--- src/rtl/fir_output_stage.sv ---
// FIR output stage: round, arithmetic shift and saturate the accumulated sum,
// then buffer it in a small FIFO behind a valid/ready port with drop/sat counters.
module fir_output_stage #(
  parameter int SUM_W = 24,
  parameter int OUT_W = 8,
  parameter int SHIFT = 15,
  parameter int DEPTH = 4
) (
  input  logic                       clk,
  input  logic                       reset,
  input  logic                       in_valid,
  input  logic [SUM_W-1:0]           sum_in,
  input  logic                       clear,
  output logic [OUT_W-1:0]           out_data,
  output logic                       out_valid,
  input  logic                       out_ready,
  output logic [$clog2(DEPTH+1)-1:0] fifo_level,
  output logic                       ovf,
  output logic [7:0]                 sat_cnt,
  output logic [7:0]                 drop_cnt
);

  localparam int AW    = $clog2(DEPTH);
  localparam int LVL_W = $clog2(DEPTH+1);

  logic signed [SUM_W:0] sum_ext, rnd, r_next, s1_r, sat_hi, sat_lo;
  logic                  s1_valid, s2_valid, clip;
  logic [OUT_W-1:0]      s2_next, s2_data;

  // One extra bit of headroom so the rounding add can never wrap.
  always_comb begin
    rnd            = '0;
    rnd[SHIFT-1]   = 1'b1;
    sum_ext        = {sum_in[SUM_W-1], sum_in};
    r_next         = (sum_ext + rnd) >>> SHIFT;
  end

  always_comb begin
    // NOTE: every always_comb output gets a default first so no latch is inferred.
    sat_hi              = '0;
    sat_hi[OUT_W-2:0]   = '1;
    sat_lo              = '1;
    sat_lo[OUT_W-2:0]   = '0;
    clip                = 1'b0;
    s2_next             = s1_r[OUT_W-1:0];
    if (s1_r > sat_hi) begin
      s2_next = {1'b0, {(OUT_W-1){1'b1}}};
      clip    = 1'b1;
    end else if (s1_r < sat_lo) begin
      s2_next = {1'b1, {(OUT_W-1){1'b0}}};
      clip    = 1'b1;
    end
  end

  // NOTE: sequential state uses non-blocking assignments so every flop samples pre-edge values.
  always_ff @(posedge clk or posedge reset) begin
    if (reset) begin
      s1_valid <= 1'b0;
      s1_r     <= '0;
      s2_valid <= 1'b0;
      s2_data  <= '0;
    end else begin
      s1_valid <= in_valid;
      s1_r     <= r_next;
      s2_valid <= s1_valid;
      s2_data  <= s2_next;
    end
  end

  logic [OUT_W-1:0] mem [DEPTH];
  logic [AW-1:0]    wr_ptr, rd_ptr;
  logic [LVL_W-1:0] level;
  logic             full, pop, push_en, drop, sat_ev;

  assign full    = (level == LVL_W'(DEPTH));
  assign pop     = out_valid && out_ready;
  assign push_en = s2_valid && (!full || pop);
  assign drop    = s2_valid && full && !pop;
  assign sat_ev  = s1_valid && clip;

  // NOTE: storage is not reset; out_valid gates out_data, so stale entries are never visible.
  always_ff @(posedge clk) begin
    if (push_en) mem[wr_ptr] <= s2_data;
  end

  // Pointers wrap naturally because DEPTH is a power of two.
  always_ff @(posedge clk or posedge reset) begin
    if (reset) begin
      wr_ptr <= '0;
      rd_ptr <= '0;
      level  <= '0;
    end else begin
      if (push_en) wr_ptr <= wr_ptr + AW'(1);
      if (pop)     rd_ptr <= rd_ptr + AW'(1);
      case ({push_en, pop})
        2'b10:   level <= level + LVL_W'(1);
        2'b01:   level <= level - LVL_W'(1);
        default: level <= level;
      endcase
    end
  end

  assign out_valid  = (level != '0);
  assign out_data   = out_valid ? mem[rd_ptr] : '0;
  assign fifo_level = level;

  // clear has priority over any event landing in the same cycle.
  always_ff @(posedge clk or posedge reset) begin
    if (reset) begin
      ovf      <= 1'b0;
      sat_cnt  <= '0;
      drop_cnt <= '0;
    end else if (clear) begin
      ovf      <= 1'b0;
      sat_cnt  <= '0;
      drop_cnt <= '0;
    end else begin
      if (drop) ovf <= 1'b1;
      if (sat_ev && sat_cnt != 8'hFF)  sat_cnt  <= sat_cnt + 8'd1;
      if (drop && drop_cnt != 8'hFF)   drop_cnt <= drop_cnt + 8'd1;
    end
  end

endmodule
--- config.mk ---
export PLATFORM = sky130hd
export DESIGN_NAME = fir_output_stage
export DESIGN_NICKNAME = d
export VERILOG_FILES = /design/src/rtl/fir_output_stage.sv
export SDC_FILE = /design/constraint.sdc
export NUM_CORES = 1
export LEC_CHECK = 0
export BUFFER_PORTS_ARGS = -buffer_cell sky130_fd_sc_hd__buf_2
export CORE_UTILIZATION = 50
export CTS_CLUSTER_DIAMETER = 100
export DETAILED_ROUTE_END_ITERATION = 12
export MAX_ROUTING_LAYER = met4
export PLACE_DENSITY = 0.72
export RECOVER_POWER = 100
export SLEW_MARGIN = 0
export SYNTH_ARGS = -nofsm -noshare
export SYNTH_HDL_FRONTEND = slang
export SYNTH_SLANG_ARGS = --single-unit
--- constraint.sdc ---
create_clock -name clk -period 3.91 [get_ports clk]
set_clock_uncertainty 0.15 [all_clocks]
set_input_delay 0.5865 -clock clk [delete_from_list [all_inputs] [get_ports clk]]
set_output_delay 0.5865 -clock clk [all_outputs]
set_load 0.005 [all_outputs]
==> impl_metrics.toml <==
[layout]
final.fill_count = 540
final_layout_size_suffix_gt1_share_pct = 19.9
layout-area-overhead-vs-synth_pct = 12.9
antenna_cells_inserted = 0
final-instance-count-excl-fill = 389
finish.net_count = 346
total_area_of_multi_input_combinational_cells_mm2 = 0.00116
seq_area_mm2 = 0.00206
utilization_pct = 58.8
final_area_mm2 = 0.00378

[sta]
post-route-period-util_pct = 69.4
post-route-worst-setup-slack_ps = 1200
fin_crit_ps = 2710
max_transition_margin_pct = -49.7
setup_total_negative_slack_ps = 0
report.final.slew_viol_count = 45
fin_hold_ws_ps = 200
setup_viol_count_final = 0
fmaxAchievable_ghz = 0.369
timing_worst_slew_pin_value_ps = 2250
grt_setup_unrepaired = "no"
timing_hold_violations_final = 0

[worst_setup_path]
worst-endpoint-required_ps = 4020
worstPathMaxFanout = 8
slowest_stage_delay_cp_ps = 600
worst_path_max_delay_cell = "nor4b_1"
chain_of_cells_forming_the_critical_path = "nor4b_1 > and2b_1 > inv_1 > ha_1 > inv_1 > fa_1 > xor2_1 > nor2_1 > xor2_1"
endpoint_type_of_the_worst_setup_path = "register"
startpoint_type = "register"
critical_path.top_delay_family = "simple AND/OR/NAND/NOR gates"
worst_path_bufs_invs = 2
arr_time_crit_path_ps = 2820
worstSetupPathType = "reg2reg"

[floorplanning]
placeableCoreArea_mm2 = 0.00642
num_io_pins = 58
initial_utilization_pct = 52.1
design.die.area_mm2 = 0.00703
row_count = 29
height_of_the_die_um = 83.8
die_w_um = 83.8

[clock_network]
postCtsResizedCells = 0
post_cts_buffers = 0
ctsHtreeMaxLevel = 3
insertion_delay_ps = 330
cts_num_sinks = 76
clock-root-buffer = "clkbuf_8"
numCtsBuffers = 9
clock_path_buffers = 2
ctsHoldBuffers = 0
cts_tree = "built"
worst_setup_hold_path_clk_slew_ps = 80

[power]
total_leakage_power_nw = 1.55
worst_ir_drop_vdd_v = 0.000218
power-per-cell-area_mw_per_mm2 = 573
total_power_mw = 2.17

[route]
routed-via-count = 2126
routedWlPerCell_um = 13.9
drt_drc_violations_left = 6
wirelength_routed_um = 5410
initialDrtViolationCount = 131
vias_per_cell = 5.47
postRouteAntennaNets = 0
first_pass_iters = 8

[yosys]
ys_dominant_reg_cell = "dfrtp_1"
netlist_instances = 265
synth.yosys.warnings = 0
synth.avg_cell_area_um2 = 12.6
ys_ff_latch = 76
yosysUniqueCellTypes = 34
async_set_reset_flop_share_out_of_synthesis_pct = 57.9
synth-edff-count = 32
ys_seq_area_share_pct = 61.6
synthTopCellsByArea = "dfrtp_1, edfxtp_1, mux4_2, nor2_1, ha_1"
synth_area_mm2 = 0.00335
synth_fp_nets = 303
netlist.area_leader.share_pct = 32.9
yosysTopAreaCell = "dfrtp_1"

[global_route]
grt_use_met1_pct = 22.3
grt_max_usage_layer = "met2"
antenna_found_initial = 0
met2_usage_pct = 28.0
grt_max_degree = 45
globalRouteTotalUtil_pct = 17.9
first_pass_grt_wire_length_um = 9330
grt_pass1_vias = 1983
grt.overflow.total = 0
met3_usage_pct = 3.56

[placed_design]
place.gp.congestion = 0.819
io_buffers = 43
placed_cells = 374
postPlaceCellArea_mm2 = 0.00361
detailedPlacementHpwl_um = 3660
place_ws_ps = 1210

[status]
outcome = "finished, violations left"
violations_in_the_final_reports = "DRC, capacitance limit, slew limit"

[job]
maxCapViolCount = 1

[hold_path]
hp-class = "in2reg"
layout by cell type (no fill, tap or decap), drive strengths merged:
| cell type | Yosys | routed |
|---|---|---|
| bufinv | 0 | 2 |
| a21oi | 18 | 18 |
| nand3 | 13 | 13 |
| clkinv | 0 | 3 |
| or3b | 1 | 1 |
| o41ai | 3 | 3 |
| and4 | 1 | 1 |
| and2b | 1 | 1 |
| nor2 | 28 | 28 |
| clkinvlp | 0 | 1 |
| or3 | 6 | 6 |
| nand4 | 5 | 5 |
| buf | 4 | 37 |
| and3 | 3 | 3 |
| fa | 1 | 1 |
| mux4 | 8 | 8 |
| dfrtp | 44 | 44 |
| nor4b | 1 | 1 |
| nand2 | 15 | 15 |
| mux2i | 3 | 3 |
| inv | 11 | 10 |
| o21ai | 8 | 8 |
| edfxtp | 32 | 32 |
| o31ai | 4 | 4 |
| xnor2 | 9 | 9 |
| nor3 | 1 | 1 |
| and2 | 13 | 13 |
| clkbuf | 8 | 17 |
| or4 | 6 | 6 |
| o21a | 1 | 1 |
| o211ai | 1 | 1 |
| o311ai | 2 | 2 |
| xor2 | 6 | 6 |
| ha | 8 | 8 |
sequential cells by signal (all words and copies together), names as in the netlist:
register	flops
s1_r	10
ovf	1
s2_data	8
wr_ptr	2
fifo_level	3
sat_cnt	8
mem	32
rd_ptr	2
s1_valid	1
s2_valid	1
drop_cnt	8
where the power goes:
part | switching, mW | total (mW) | internal (mW)
clock network | 0.270 | 0.624 | 0.354
logic | 0.210 | 0.467 | 0.257
registers | 0.107 | 1.08 | 0.968
total | 0.587 | 2.17 | 1.58
routing by layer:
metal | wire [µm] | part of all wire [%]
met5 | 0 | 0
met4 | 78 | 1.4
met3 | 213 | 3.9
met2 | 2640 | 49
met1 | 2480 | 46
cells by family (layout without fill, tap and decap cells):
logic type,after synthesis,count (layout),synth area share [%]
simple gates,94,94,15.0
flops,76,76,61.6
compound gates,37,37,6.69
buf+inv,23,70,2.91
xor+xnor,15,15,3.92
mux,11,11,6.28
fa+ha+maj,9,9,3.59
worst paths after layout:
check,slack (ps),startpoint,endpoint,depth (start not counted)
worst min register to register,280,s1_valid,s2_valid,0
min in group asynchronous,910,reset,s1_valid,3
worst max-delay path,1200,fifo_level[0],fifo_level[2],9
max in group asynchronous,1420,reset,s1_r[4],3
worst min-delay path,200,in_valid,s1_valid,1
worst max register to register,1200,fifo_level[0],fifo_level[2],9
final cells by class:
| class | instances | share of cell area [%] |
|---|---|---|
| Multi-Input combinational cell | 166 | 30.8 |
| Clock inverter | 5 | 2.05 |
| Tap cell | 77 | 2.55 |
| Timing Repair Buffer | 44 | 5.60 |
| Clock buffer | 10 | 3.38 |
| Sequential cell | 76 | 54.6 |
| Inverter | 11 | 1.09 |
cells in the mapped netlist, drive strengths merged, types with 4 or more instances:
cell / instances
clkbuf: 8
nand3: 13
o31ai: 4
mux4: 8
or4: 6
a21oi: 18
buf: 4
xor2: 6
o21ai: 8
nand4: 5
or3: 6
edfxtp: 32
and2: 13
nand2: 15
inv: 11
xnor2: 9
dfrtp: 44
nor2: 28
ha: 8
No activity file was read; power rests on OpenSTA's default activity.
